===== config.mk =====
export PLATFORM = sky130hd
export DESIGN_NAME = feat_accum_ctrl
export DESIGN_NICKNAME = d
export VERILOG_FILES = /design/src/rtl/feat_accum_ctrl.sv
export SDC_FILE = /design/constraint.sdc
export NUM_CORES = 1
export LEC_CHECK = 0
export CAP_MARGIN = 40
export CORE_AREA = 2 2 96 98
export CTS_CLUSTER_DIAMETER = 80
export DETAILED_ROUTE_END_ITERATION = 8
export DIE_AREA = 0 0 98 100
export PLACE_DENSITY = 0.79
export SETUP_SLACK_MARGIN = 0.02
export SLEW_MARGIN = 5
export SYNTH_ARGS = -nofsm -noshare
export SYNTH_HDL_FRONTEND = slang
export SYNTH_SLANG_ARGS = --single-unit

===== constraint.sdc =====
create_clock -name clk -period 4.8 [get_ports clk]
set_clock_uncertainty 0.05 [all_clocks]
set_input_delay 0.96 -clock clk [delete_from_list [all_inputs] [get_ports clk]]
set_output_delay 0.96 -clock clk [all_outputs]
set_load 0.05 [all_outputs]

===== src/rtl/feat_accum_ctrl.sv =====
`default_nettype none
// ============================================================================
// Module   : feat_accum_ctrl
// Purpose  : Feature-SRAM initiator for the conv/FC accumulation path.
//            Accumulate pass: pipelined read-modify-write of partial products
//            (read via port 2, saturated sum written back via port 1).
//            Readout pass: streams stored words out of port 1 with a
//            valid/ready handshake.
// Ports    : clk, rst                    clock / async active-high reset
//            start, mode, clear, size    pass command (sampled in IDLE)
//            in_valid, in_data, in_ready partial-product input stream
//            out_valid, out_data, out_ready  readout stream
//            mem_we1, mem_addr1, write_data1, read_data1   SRAM port 1
//            mem_addr2, read_data2       SRAM port 2 (read only)
//            busy, done                  status
// Revision : 1.0 - initial release
// ============================================================================
module feat_accum_ctrl #(
   parameter int DWIDTH = 16,
   parameter int FACCUM = 10
) (
   input  logic              clk,
   input  logic              rst,
   input  logic              start,
   input  logic              mode,
   input  logic              clear,
   input  logic [FACCUM:0]   size,
   input  logic              in_valid,
   input  logic [DWIDTH-1:0] in_data,
   output logic              in_ready,
   output logic              out_valid,
   output logic [DWIDTH-1:0] out_data,
   input  logic              out_ready,
   output logic              mem_we1,
   output logic [FACCUM-1:0] mem_addr1,
   output logic [DWIDTH-1:0] write_data1,
   output logic [FACCUM-1:0] mem_addr2,
   input  logic [DWIDTH-1:0] read_data1,
   input  logic [DWIDTH-1:0] read_data2,
   output logic              busy,
   output logic              done
);

   localparam logic [2:0] S_IDLE   = 3'd0;
   localparam logic [2:0] S_ACC    = 3'd1;
   localparam logic [2:0] S_FLUSH  = 3'd2;
   localparam logic [2:0] S_RD_REQ = 3'd3;
   localparam logic [2:0] S_RD_OUT = 3'd4;
   localparam logic [2:0] S_DONE   = 3'd5;

   localparam logic [FACCUM:0]   c_one     = {{FACCUM{1'b0}}, 1'b1};
   localparam logic [DWIDTH-1:0] c_sat_max = {1'b0, {(DWIDTH-1){1'b1}}};
   localparam logic [DWIDTH-1:0] c_sat_min = {1'b1, {(DWIDTH-1){1'b0}}};

   logic [2:0]        r_state;
   logic [FACCUM:0]   r_cnt;
   logic [FACCUM:0]   r_size;
   logic              r_clear;
   logic [DWIDTH-1:0] r_data_d1;
   logic [FACCUM-1:0] r_addr_d1;
   logic              r_v_d1;

   logic [FACCUM:0]   w_cnt_inc;
   logic              w_last;
   logic [DWIDTH:0]   w_sum;
   logic [DWIDTH-1:0] w_sat;

   // cnt is one bit wider than the address so a full-depth pass
   // (size = 2**FACCUM) terminates without wrapping.
   assign w_cnt_inc = r_cnt + c_one;
   assign w_last    = (w_cnt_inc == r_size);

   // Sign-extended add: the extra bit lets overflow be detected as a
   // disagreement between the two top bits.
   assign w_sum = {read_data2[DWIDTH-1], read_data2} + {r_data_d1[DWIDTH-1], r_data_d1};

   always_comb begin
      w_sat = w_sum[DWIDTH-1:0];
      if (w_sum[DWIDTH] != w_sum[DWIDTH-1]) begin
         w_sat = w_sum[DWIDTH] ? c_sat_min : c_sat_max;
      end
   end

   // ------------------------------------------------------------------------
   // Control state and pipeline registers
   // ------------------------------------------------------------------------
   always_ff @(posedge clk or posedge rst) begin
      if (rst) begin
         r_state   <= S_IDLE;
         r_cnt     <= '0;
         r_size    <= '0;
         r_clear   <= 1'b0;
         r_data_d1 <= '0;
         r_addr_d1 <= '0;
         r_v_d1    <= 1'b0;
      end else begin
         // The write stage is live only in the cycle after an accepted beat.
         r_v_d1 <= 1'b0;
         case (r_state)
            S_IDLE: begin
               if (start) begin
                  r_size  <= size;
                  r_clear <= clear;
                  r_cnt   <= '0;
                  if (size == '0) begin
                     r_state <= S_DONE;
                  end else if (mode) begin
                     r_state <= S_RD_REQ;
                  end else begin
                     r_state <= S_ACC;
                  end
               end
            end
            S_ACC: begin
               if (in_valid) begin
                  r_data_d1 <= in_data;
                  r_addr_d1 <= r_cnt[FACCUM-1:0];
                  r_v_d1    <= 1'b1;
                  r_cnt     <= w_cnt_inc;
                  if (w_last) begin
                     r_state <= S_FLUSH;
                  end
               end
            end
            S_FLUSH: begin
               // Final beat's write happens in this cycle.
               r_state <= S_DONE;
            end
            S_RD_REQ: begin
               r_state <= S_RD_OUT;
            end
            S_RD_OUT: begin
               if (out_ready) begin
                  r_cnt   <= w_cnt_inc;
                  r_state <= w_last ? S_DONE : S_RD_REQ;
               end
            end
            S_DONE: begin
               r_state <= S_IDLE;
            end
            default: begin
               r_state <= S_IDLE;
            end
         endcase
      end
   end

   // ------------------------------------------------------------------------
   // Outputs (all zero in IDLE, hence zero immediately on reset)
   // ------------------------------------------------------------------------
   always_comb begin
      in_ready    = 1'b0;
      out_valid   = 1'b0;
      out_data    = '0;
      mem_we1     = r_v_d1;
      mem_addr1   = '0;
      write_data1 = '0;
      mem_addr2   = '0;
      busy        = (r_state != S_IDLE);
      done        = (r_state == S_DONE);

      if (r_state == S_ACC) begin
         in_ready  = 1'b1;
         mem_addr2 = r_cnt[FACCUM-1:0];
      end

      // Port 1 is shared: the write stage (ACC/FLUSH) and the readout
      // states are never active at the same time.
      if (r_v_d1) begin
         mem_addr1   = r_addr_d1;
         write_data1 = r_clear ? r_data_d1 : w_sat;
      end else if ((r_state == S_RD_REQ) || (r_state == S_RD_OUT)) begin
         mem_addr1 = r_cnt[FACCUM-1:0];
      end

      if (r_state == S_RD_OUT) begin
         out_valid = 1'b1;
         out_data  = read_data1;
      end
   end

endmodule
`default_nettype wire


==> results of run 1 <==
cells by family (layout without fill, tap and decap cells):
family | Yosys count | count (layout) | synth area share
DFF | 53 | 53 | 0.3225
muxes | 37 | 37 | 0.1004
xor gates and xnor gates | 28 | 28 | 0.06328
adders and majority gates | 18 | 18 | 0.05659
buffers and inverters | 43 | 186 | 0.04381
AOI/OAI and AO/OA | 124 | 124 | 0.2343
and+or+nand+nor | 138 | 138 | 0.1792
state kept, by name (all words and copies together) (netlist names):
signal and cells:
r_addr_d1 10, r_state 3, r_size 11, r_data_d1 16, mem_we1 1, r_clear 1
r_cnt 11
layout make-up:
class / instances / area [um^2]
Multi-Input combinational cell: 345 / 2859
Fill cell: 691 / 2811
Timing Repair Buffer: 163 / 1593
Sequential cell: 53 / 1326
Tap cell: 111 / 138.9
Clock buffer: 7 / 96.34
Inverter: 15 / 56.30
Clock inverter: 1 / 8.758
Yosys cell counts, types with 4 or more instances:
master	number	area share
nor3_1	9	0.011
a21oi_1	14	0.017
a311oi_1	7	0.015
xor2_1	11	0.023
and2_1	13	0.020
dfrtp_1	53	0.32
clkbuf_1	18	0.016
nor2b_1	4	0.0061
xnor2_1	16	0.034
o21ai_0	31	0.038
a21o_1	4	0.0073
nand2_1	28	0.026
inv_1	15	0.014
buf_2	7	0.0085
ha_1	17	0.052
mux2_2	34	0.093
o21a_1	5	0.0091
and3_1	17	0.026
nand2b_1	4	0.0061
a211oi_1	11	0.020
or3_1	4	0.0061
a22o_1	10	0.021
nand3_1	10	0.012
nor2_1	30	0.027
a2111oi_0	4	0.0085
per-layer routing:
metal  track usage  wire (um)  vias to the layer above
met1        0.2813       4971                     1977
met3       0.03760        524                       27
met4       0.07906        286                        0
met2        0.4499       6521                      116
li1              -          -                     1919
met5             0          0                        -
report_power, final:
part | internal (mW) | leakage [nW] | total [mW] | switching (mW)
sequential | 0.594 | 0.675 | 0.816 | 0.222
clock | 0.134 | 0.0549 | 0.291 | 0.157
combinational | 1.19 | 1.78 | 2.76 | 1.57
path summary, 6_finish.rpt:
kind | startpoint | endpoint | slack (ps) | cells past startpoint
worst max-delay path | read_data2[9] | write_data1[1] | 110 | 11
worst min-delay path | r_addr_d1[9]$_DFFE_PP0P_ | r_addr_d1[9]$_DFFE_PP0P_ | 470 | 1
worst max register to register | r_cnt[0]$_DFFE_PP0P_ | r_state[1]$_DFFE_PP0P_ | 2120 | 8
worst min register to register | r_addr_d1[9]$_DFFE_PP0P_ | r_addr_d1[9]$_DFFE_PP0P_ | 470 | 1
max in group asynchronous | rst | r_cnt[2]$_DFFE_PP0P_ | 2920 | 3
min in group asynchronous | rst | r_state[0]$_DFFE_PP0P_ | 1000 | 2
stage by stage:
step                      hold slack (ps)  setup WS (ps)
after global routing                493.9         -28.97
after floorplan                     431.1         -590.0
after detailed placement            449.4         -194.3
final                               468.6          112.2
after CTS                           473.2          17.29
after global placement              441.0         -32.48
repair_timing:
action                                  CTS  global route
endpoints found under the setup margin   15            16
pin swaps                                14            22
hold buffers                              0             0
gates cloned                              1             0
resized for setup                        32            19
setup buffers                             5             4
==> results.ini, run 1 <==
[outcome]
status=finished, final reports clean

[timing]
setup_tns_ps=0
period_share=0.9766
slew_headroom=0.3924
fmax_mhz=213.3
slew_viol_final=0
min_period_ps=4688
setup_viol=0
worst-slew-pin-transition_ps=910.4
hold_viol=0

[route]
ant_nets=0
viasPerCell=5.812
drc=0
wl_per_cell_um=17.70
dr_total_vias=4039
drt_first_pass_iters=4
drt-total-wl_um=12300
drt-initial-drc-count=149

[logic_synthesis]
async_flop_share=1.000
syn_area_per_cell_um2=9.326
yosysSeqAreaShare=0.3225
synth_fp_nets=525
synth_cell_types=68
ys.flop_type=dfrtp_1
syn_area_um2=4113
syn_inst=441
yosys_warnings=0
synth_edf_count=0
synth_seq_cells=53

[clock_tree]
cts_tree=built
htreeDepth=2
clockRootBuffer=clkbuf_8
path_clk_slew_ps=100
cts_buffers=5
cts_buffer_depth=2
clock_latency_ps=310
cts.sinks=53

[grt]
track_usage=0.2406
grt_overflow=0
grt_max_degree=31
grt_pass1_vias=3960
grt_pass1_wl_um=19130
antenna_found_initial=0

[floorplan]
dieHeight_um=100
ioPinCount=123
die_w_um=98
row_count=35
die_area_um2=9800
coreArea_um2=8890
start_util=0.4626

[power]
p_leak_nw=2.505
power.density_nw_per_um2=636.8
power_mw=3.871
vdd_ir_drop_max_mv=0.2444

[critical_path]
crit_required_ps=3790
endpoint_kind=output pin
crit_top_cell=buf_4
path_cells=clkdlybuf4s50_1, ha_1, a21o_1, a21oi_1, buf_4, and4_4, o31a_1, or3_1, nand2_1, a211oi_2, buf_4
cp_slowest_stage_delay_ps=410
worst-path-buf-inv=3
path_delay_family=compound AO/OA/AOI/OAI gates
cp_slowest_cell=clkdlybuf4s50_1
cp_max_fo=6
start_kind=primary input
path_class=in2out
arrival_ps=3680

[final_layout]
num_antenna_cells=0
drive_above_1_share=0.2551
layout_common_cells=98 x clkdlybuf4s50_1, 53 x dfrtp_1, 39 x buf_4
area_growth_pct=47.79
nets=667
final_util=0.6837
final_cells=695
layout_commonest_cell=clkdlybuf4s50_1
final_cell_area_um2=6078

[placement]
dp_cells=677
io_buffers=122
place_congestion=0.9466
placed_area_um2=5629
place_hpwl_um=9006

[job]
drv_cap=0

[hold_path]
hold_class=reg2reg

(Power assumes the default switching activity.)
==> run 2: changes to the inputs <==
HOLD_SLACK_MARGIN = 0.05   (was not set)
==> results of run 2 <==
Final layout, timing and power as in run 1 (identical DEF).
